<file path="src/rtl/alu_pkg.sv">
// Shared ALU definitions: logic-unit operation codes, sequencer state and flag bundle.
package alu_pkg;

   // Logic-unit operation codes. Bit {b,a} of the code is the output for operand bits b,a.
   localparam logic [3:0] ALU_OP_ZERO   = 4'h0;
   localparam logic [3:0] ALU_OP_NOR    = 4'h1;
   localparam logic [3:0] ALU_OP_ANB    = 4'h2;
   localparam logic [3:0] ALU_OP_NB     = 4'h3;
   localparam logic [3:0] ALU_OP_NAB    = 4'h4;
   localparam logic [3:0] ALU_OP_NA     = 4'h5;
   localparam logic [3:0] ALU_OP_XOR    = 4'h6;
   localparam logic [3:0] ALU_OP_NAND   = 4'h7;
   localparam logic [3:0] ALU_OP_AND    = 4'h8;
   localparam logic [3:0] ALU_OP_XNOR   = 4'h9;
   localparam logic [3:0] ALU_OP_A      = 4'hA;
   localparam logic [3:0] ALU_OP_ANB_OR = 4'hB;
   localparam logic [3:0] ALU_OP_B      = 4'hC;
   localparam logic [3:0] ALU_OP_NA_OR  = 4'hD;
   localparam logic [3:0] ALU_OP_OR     = 4'hE;
   localparam logic [3:0] ALU_OP_ONES   = 4'hF;

   typedef enum logic [2:0] {
      StIdle,
      StSetup,
      StStrobe,
      StCapture,
      StResp
   } alu_seq_state_t;

   typedef struct packed {
      logic zero;
      logic neg;
      logic ones;
      logic parity;
   } alu_flags_t;

endpackage

</file>
<file path="src/rtl/alu_flag_gen.sv">
// Combinational result flags: zero, sign bit, all-ones and odd parity.
module alu_flag_gen #(
   parameter int unsigned WIDTH = 8
) (
   input  logic [WIDTH-1:0] result_i,
   output logic             zero_o,
   output logic             neg_o,
   output logic             ones_o,
   output logic             parity_o
);

   // Pure reductions of the result; no carry or arithmetic involved.
   always_comb begin
      zero_o   = ~|result_i;
      neg_o    = result_i[WIDTH-1];
      ones_o   = &result_i;
      parity_o = ^result_i;
   end

endmodule

</file>
<file path="src/rtl/alu_logic_sequencer.sv">
// Request/response sequencer around the logic unit: holds operands, strobes alu_clk once
// per request, captures the unit's registered output and returns it with flags.
module alu_logic_sequencer
   import alu_pkg::*;
#(
   parameter int unsigned WIDTH        = 8,
   parameter int unsigned SETUP_CYCLES = 1
) (
   input  logic             clk,
   input  logic             reset,
   input  logic             req_valid,
   output logic             req_ready,
   input  logic [3:0]       req_op,
   input  logic [WIDTH-1:0] req_lhs,
   input  logic [WIDTH-1:0] req_rhs,
   output logic             alu_clk,
   output logic [3:0]       operation,
   output logic [WIDTH-1:0] lhs_out,
   output logic [WIDTH-1:0] rhs_out,
   input  logic [WIDTH-1:0] logic_result,
   output logic             rsp_valid,
   input  logic             rsp_ready,
   output logic [WIDTH-1:0] rsp_result,
   output logic             rsp_zero,
   output logic             rsp_neg,
   output logic             rsp_ones,
   output logic             rsp_parity
);

   if (SETUP_CYCLES == 0 || SETUP_CYCLES > 15) begin : g_bad_setup
      $error("alu_logic_sequencer: SETUP_CYCLES must be in 1..15");
   end

   localparam logic [3:0] CntLoad = 4'(SETUP_CYCLES - 1);

   alu_seq_state_t   state_q, state_d;
   logic [3:0]       cnt_q, cnt_d;
   logic             alu_clk_q, alu_clk_d;
   logic [3:0]       op_q, op_d;
   logic [WIDTH-1:0] lhs_q, lhs_d;
   logic [WIDTH-1:0] rhs_q, rhs_d;
   logic [WIDTH-1:0] res_q, res_d;
   alu_flags_t       flags_q, flags_d;
   logic             rsp_valid_q, rsp_valid_d;
   alu_flags_t       unit_flags;

   // Flags are derived from the value being captured so they register alongside it.
   alu_flag_gen #(
      .WIDTH (WIDTH)
   ) u_flag_gen (
      .result_i (logic_result),
      .zero_o   (unit_flags.zero),
      .neg_o    (unit_flags.neg),
      .ones_o   (unit_flags.ones),
      .parity_o (unit_flags.parity)
   );

   // Next-state logic: accept, setup countdown, single strobe, capture, response hold.
   always_comb begin
      state_d     = state_q;
      cnt_d       = cnt_q;
      alu_clk_d   = 1'b0;
      op_d        = op_q;
      lhs_d       = lhs_q;
      rhs_d       = rhs_q;
      res_d       = res_q;
      flags_d     = flags_q;
      rsp_valid_d = rsp_valid_q;
      unique case (state_q)
         StIdle: begin
            if (req_valid) begin
               op_d    = req_op;
               lhs_d   = req_lhs;
               rhs_d   = req_rhs;
               cnt_d   = CntLoad;
               state_d = StSetup;
            end
         end
         StSetup: begin
            if (cnt_q == '0) begin
               alu_clk_d = 1'b1;
               state_d   = StStrobe;
            end else begin
               cnt_d = cnt_q - 4'd1;
            end
         end
         StStrobe: begin
            state_d = StCapture;
         end
         StCapture: begin
            // Only reached right after a strobe, so the unit output is fresh here.
            res_d       = logic_result;
            flags_d     = unit_flags;
            rsp_valid_d = 1'b1;
            state_d     = StResp;
         end
         StResp: begin
            if (rsp_ready) begin
               rsp_valid_d = 1'b0;
               state_d     = StIdle;
            end
         end
         default: state_d = StIdle;
      endcase
   end

   // State and datapath registers with synchronous reset.
   always_ff @(posedge clk) begin
      if (reset) begin
         state_q     <= StIdle;
         cnt_q       <= '0;
         alu_clk_q   <= 1'b0;
         op_q        <= '0;
         lhs_q       <= '0;
         rhs_q       <= '0;
         res_q       <= '0;
         flags_q     <= '0;
         rsp_valid_q <= 1'b0;
      end else begin
         state_q     <= state_d;
         cnt_q       <= cnt_d;
         alu_clk_q   <= alu_clk_d;
         op_q        <= op_d;
         lhs_q       <= lhs_d;
         rhs_q       <= rhs_d;
         res_q       <= res_d;
         flags_q     <= flags_d;
         rsp_valid_q <= rsp_valid_d;
      end
   end

   // Output mapping; alu_clk comes straight from a flop so it is glitch-free.
   always_comb begin
      req_ready  = (state_q == StIdle);
      alu_clk    = alu_clk_q;
      operation  = op_q;
      lhs_out    = lhs_q;
      rhs_out    = rhs_q;
      rsp_valid  = rsp_valid_q;
      rsp_result = res_q;
      rsp_zero   = flags_q.zero;
      rsp_neg    = flags_q.neg;
      rsp_ones   = flags_q.ones;
      rsp_parity = flags_q.parity;
   end

endmodule

</file>
<file path="config.mk">
export PLATFORM = sky130hd
export DESIGN_NAME = alu_logic_sequencer
export DESIGN_NICKNAME = d
export VERILOG_FILES = /design/src/rtl/alu_pkg.sv /design/src/rtl/alu_flag_gen.sv /design/src/rtl/alu_logic_sequencer.sv
export SDC_FILE = /design/constraint.sdc
export NUM_CORES = 1
export LEC_CHECK = 0
export CAP_MARGIN = 10
export CORE_MARGIN = 5
export CORE_UTILIZATION = 35
export CTS_CLUSTER_SIZE = 20
export DETAILED_ROUTE_END_ITERATION = 7
export PLACE_DENSITY = 0.66
export REMOVE_ABC_BUFFERS = 1
export SYNTH_ARGS = -nofsm -noshare
export SYNTH_HDL_FRONTEND = slang
export SYNTH_HIERARCHICAL = 1
export SYNTH_SLANG_ARGS = --single-unit
</file>
<file path="constraint.sdc">
create_clock -name clk -period 1.79 [get_ports clk]
set_clock_uncertainty 0.1 [all_clocks]
set_input_delay 0.358 -clock clk [delete_from_list [all_inputs] [get_ports clk]]
set_output_delay 0.358 -clock clk [all_outputs]
set_load 0.02 [all_outputs]
</file>
After elaboration in Yosys (flattened, before gate mapping). Cells that the tools add are included.

Register bits after elaboration: 41. Input bits: 32. Output and inout port bits: 35.

$add $sub $neg: 1. Equal/unequal tests: 8. Muxes and demuxes: 10. Bitwise operators: 1. Reductions and logical operators: 13.

Operators by type and width (number): 3-bit one-hot mux with 5 select lines (1); 3-bit two-way mux (3); 4-bit two-way mux (2); 2-bit inequality test, second input constant (4); 4-bit one-hot mux with 2 select lines (1); 8-bit AND reduction (1); 8-bit OR reduction (1); 8-bit XOR reduction (1); 3-bit by 2-bit == test with 1-bit output, second input constant (2); 3-bit AND reduction (2); 4-bit zero test (1); 2-bit AND reduction (2); 2-bit nonzero test (2); 4-bit by 1-bit subtractor with 4-bit output, second input constant (1); 3-bit by 1-bit == test with 1-bit output, second input constant (1); 3-bit == test, second input constant (1); 3-bit zero test (1); 1-bit two-way mux (2); 1-bit one-hot mux with 2 select lines (1); 2-bit OR reduction (1); 1-bit zero test (1); 1-bit inverter (1).

Logic depth before layout (Yosys ltp).
Depth after elaboration: 3. Gate-level depth with buffers: 6. Depth with buffers taken out: 6.

Modules after synthesis. The synthesis kept the hierarchy.

By module, submodules not included: alu_logic_sequencer (times used 1, cells each 198, area an instance 1612.8 sq um, sequential area each 820.8 sq um); alu_flag_gen (times used 1, cells each 22, area an instance 181.4 sq um, sequential area each 0.0 sq um).

Least setup slack after synthesis. Ideal clock, no wire load.

Path type: reg-to-reg. Start: register cnt_q[0]. End: register cnt_q[1]. Arrival: 1.415 ns. Required time: 1.620 ns. Slack: 0.204 ns. Stages on the path, launching flop included: 6. Path buffers: 0. Period minus slack after synthesis: 1.586 ns. Cell sequence: dfxtp_1 > inv_1 > ha_1 > and4bb_2 > or4b_1 > a21oi_1.

Cells in the longest elaborated chain, start to end: 3. Elaborated cells between the ends (all ways): 6.

RTL lines: start: declaration (RTL line alu_logic_sequencer.sv:37) `logic [3:0] cnt_q, cnt_d;`; start signal: assignment (RTL line alu_logic_sequencer.sv:121) `cnt_q <= cnt_d;`; 4-bit by 1-bit subtractor with 4-bit output / 4-bit zero test (equally long branches) (RTL line alu_logic_sequencer.sv:84, alu_logic_sequencer.sv:80); 4-bit two-way mux / 2-bit inequality test (equally long branches); 4-bit one-hot mux with 2 select lines / 3-bit AND reduction (equally long branches).

Parallel ways exist; a longest one is shown, timed or not. The select of a mux whose other input is x is not followed. A chain may end at the register's enable or synchronous reset.

Worst setup path in the final report.
Start: register rsp_valid_q (netlist: rsp_valid). End: output port rsp_valid.

RTL lines: start: declaration (RTL line alu_logic_sequencer.sv:44) `logic rsp_valid_q, rsp_valid_d;`; start signal: assignment (RTL line alu_logic_sequencer.sv:128) `rsp_valid_q <= rsp_valid_d;`; end: declaration (RTL line alu_logic_sequencer.sv:21) `output logic rsp_valid,`.

No word-level cell between the ends.

==> key figures <==
Run status
  – Status: complete, no violations

Synth
  – Ys Warns: 6
  – Synth unique cells: 33
  – Syn Inst Count: 220
  – Avg Cell Area, Syn: slightly above 8 sq um
  – Mapped Area: between 0.0015 and 0.002 sq mm
  – Register area share after synthesis: between 40% and 50%
  – Synth Register Bits: between 40 and 50

Worst setup path
  – Crit path buf inv count: 1
  – Worst setup EP type: output port
  – WP data arrival: between 1 and 1.5 ns
  – CP max FO: 3
  – Slowest-stage cell, CP: clkdlybuf4s50_1
  – CP Data Required Time: approximately 1.3 ns
  – Worst Path Class, Setup: flip-flop to output port
  – CP startpoint kind: flip-flop
  – Critical path's top delay family: buffers and inverters
  – Crit-path cells: clkdlybuf4s50_1
  – Slowest stage delay, CP: between 0.6 and 0.7 ns

Layout
  – Total area of sequential cells: roughly 800 sq um
  – Area occupied by multi-input gates: roughly 850 sq um
  – P&R area growth vs syn: 51.2%
  – Diode count: 0
  – Layout Nets: about 340
  – # fillers: 497
  – Layout cells sized above 1: 12.1%
  – Layout Cells excl Fill: 368

Place
  – PortBufs: 66
  – RePlAce Congestion: between 0.8 and 0.9
  – DP HPWL: 3320 um
  – Placed cells: 360

Clocking
  – Hold buffers post-CTS: 0
  – CTS buffer count: 5
  – Max clock buf depth: 2
  – Clk root buf: clkbuf_8
  – Clk sinks: between 40 and 50
  – CTS tree: done
  – Clock transition at the registers of the reported paths: ~0.08 ns
  – Skew-Pair Late Insertion Delay: a little under 0.3 ns
  – CTS H-tree lvls: 2
  – # Post-CTS Setup Buffers: 0

Routing
  – Routed via count: 1,703
  – DR WL/cell: 11.8 um
  – Vias per cell: roughly 4.6
  – Drt first pass iters: 4
  – Antenna-violating nets left: 0
  – Post-Route WL: 4340 um
  – Drt first-iter violations: 55
  – DRC viols: 0

STA
  – Tmin final: about 1.7 ns
  – RSZ-0062 raised after global routing: false
  – Setup violators final: 0
  – Hold Violations, Final: 0
  – Measured slew at the worst slew-check pin: around 0.53 ns
  – WHS: 0.354 ns
  – Final period util: a little over nine tenths
  – Slew HR: 64.5%
  – FMAX: 579 MHz
  – Final Slew Violations: 0

Global route
  – Initial antenna violation count: 0
  – Largest net degree at the start of global routing: 21
  – Tot GR Track Use: 13.8%
  – Vias in the first global route: approximately 1,500
  – Overflow left after global routing: 0
  – First-pass GRT wire length: ~7000 um

Power and ir drop
  – Peak supply drop: around 0.00042 V
  – Pleak: 1.06 nW
  – Cell Pwr Density: just over 800 mW/mm^2

Flow run
  – Max Cap Viol: 0

Floorplanning
  – FP Rows: 26
  – Core area: 0.00504 sq mm
  – Starting Density: about 36%
  – Die X: just over 80 um
  – Die footprint: between 0.006 and 0.007 sq mm
  – Io pins: 67
  – Die height: just over 80 um

Worst hold path
  – Worst min path class: flip-flop to flip-flop
==> cells by family after synthesis <==
kind of cell / count (synthesis) / synth area share [%]
simple gates: 89 / 23.1
compound gates: 47 / 15.0
flops: 41 / 45.7
buf+inv: 29 / 7.11
fa+ha+maj: 10 / 6.97
xor+xnor: 3 / 1.46
mux: 1 / 0.628
==> cells in the mapped netlist, drive strengths merged <==
cell,instances,area [sq um]
a2111oi,2,17.5
a211oi,2,15.0
a21oi,36,180
a41oi,1,8.76
and3b,1,10.0
and4,2,17.5
and4bb,1,12.5
buf,8,48.8
clkbuf,7,26.3
dfxtp,41,821
ha,10,125
inv,14,52.6
mux2,1,11.3
nand2,66,248
nand3,2,10.0
nand3b,1,7.51
nor2,3,11.3
nor2b,2,12.5
nor3,1,5.00
nor3b,2,15.0
nor4b,1,8.76
o21bai,1,7.51
o31ai,3,22.5
o32ai,2,17.5
or2,1,8.76
or3,3,18.8
or3b,1,8.76
or4b,2,20.0
xnor2,2,17.5
xor2,1,8.76
==> what timing repair did <==
item | CTS | global route
cloned | 0 | 0
endpoints found under the hold margin | 0 | 0
setup endpoints to repair | 1 | 2
resized for setup | 1 | 4
==> sequential cells by signal, summed over array words and instances (netlist names) <==
signal / cells
lhs_out: 8
rhs_out: 8
rsp_result: 8
cnt_q: 4
operation: 4
state_q: 3
alu_clk: 1
rsp_neg: 1
rsp_ones: 1
rsp_parity: 1
rsp_valid: 1
rsp_zero: 1
==> metrics by stage <==
step / utilization, % / cell area, sq um / power (W) / setup TNS, ns / setup slack, ns
floorplan: - / 1720 / 0.00134 / -13.47 / -0.673
global placement: 52.1 / 2630 / 0.00166 / -4.04 / -0.203
detailed placement: 52.1 / 2630 / 0.00167 / -4.11 / -0.207
CTS: 53.8 / 2710 / 0.00225 / 0 / 0.0198
global route: 53.8 / 2710 / 0.00236 / 0 / 0.00579
finish: 53.8 / 2710 / 0.00222 / 0 / 0.0618
==> report_power, final <==
group / internal (W) / switching, W / total [W] / leakage, nW
logic: 0.000313 / 0.000307 / 0.000621 / 0.680
clock network: 0.000269 / 0.000310 / 0.000579 / 0.0439
registers: 0.000979 / 0.0000387 / 0.00102 / 0.335
==> layout make-up <==
type / count / area share (%)
flip-flops and latches: 41 / 30.3
repair buffers: 85 / 29.9
inverters: 14 / 1.94
clock buffers: 5 / 2.54
well taps: 70 / 3.23
clock inverters: 3 / 0.646
multi-input cells: 150 / 31.5
==> metal layers <==
metal	up-vias	global-route usage (%)	routed length (um)
met2	40	22.1	2030
met3	7	3.62	280
met1	773	17.7	1960
li1	883	-	-
met4	0	5.48	66
met5	-	0	0
==> worst paths after layout <==
check,from,endpoint,slack [ns],cells after the start
max reg2reg,cnt_q[1],cnt_q[1],0.12,5
max,rsp_valid,rsp_valid,0.06,1
min reg2reg,rhs_out[2],rhs_out[2],0.35,2
min,rhs_out[2],rhs_out[2],0.35,2
==> cells in the final DEF (no fill, tap or decap), types with 3 or more instances in the layout <==
cell type	count
ha_1	10
buf_4	18
clkbuf_8	5
o31ai_1	3
or3_1	3
nand2_1	66
clkdlybuf4s50_1	65
nor2_1	3
a21oi_1	36
dfxtp_1	40
inv_1	14
Power figures use the tool's default switching activity.
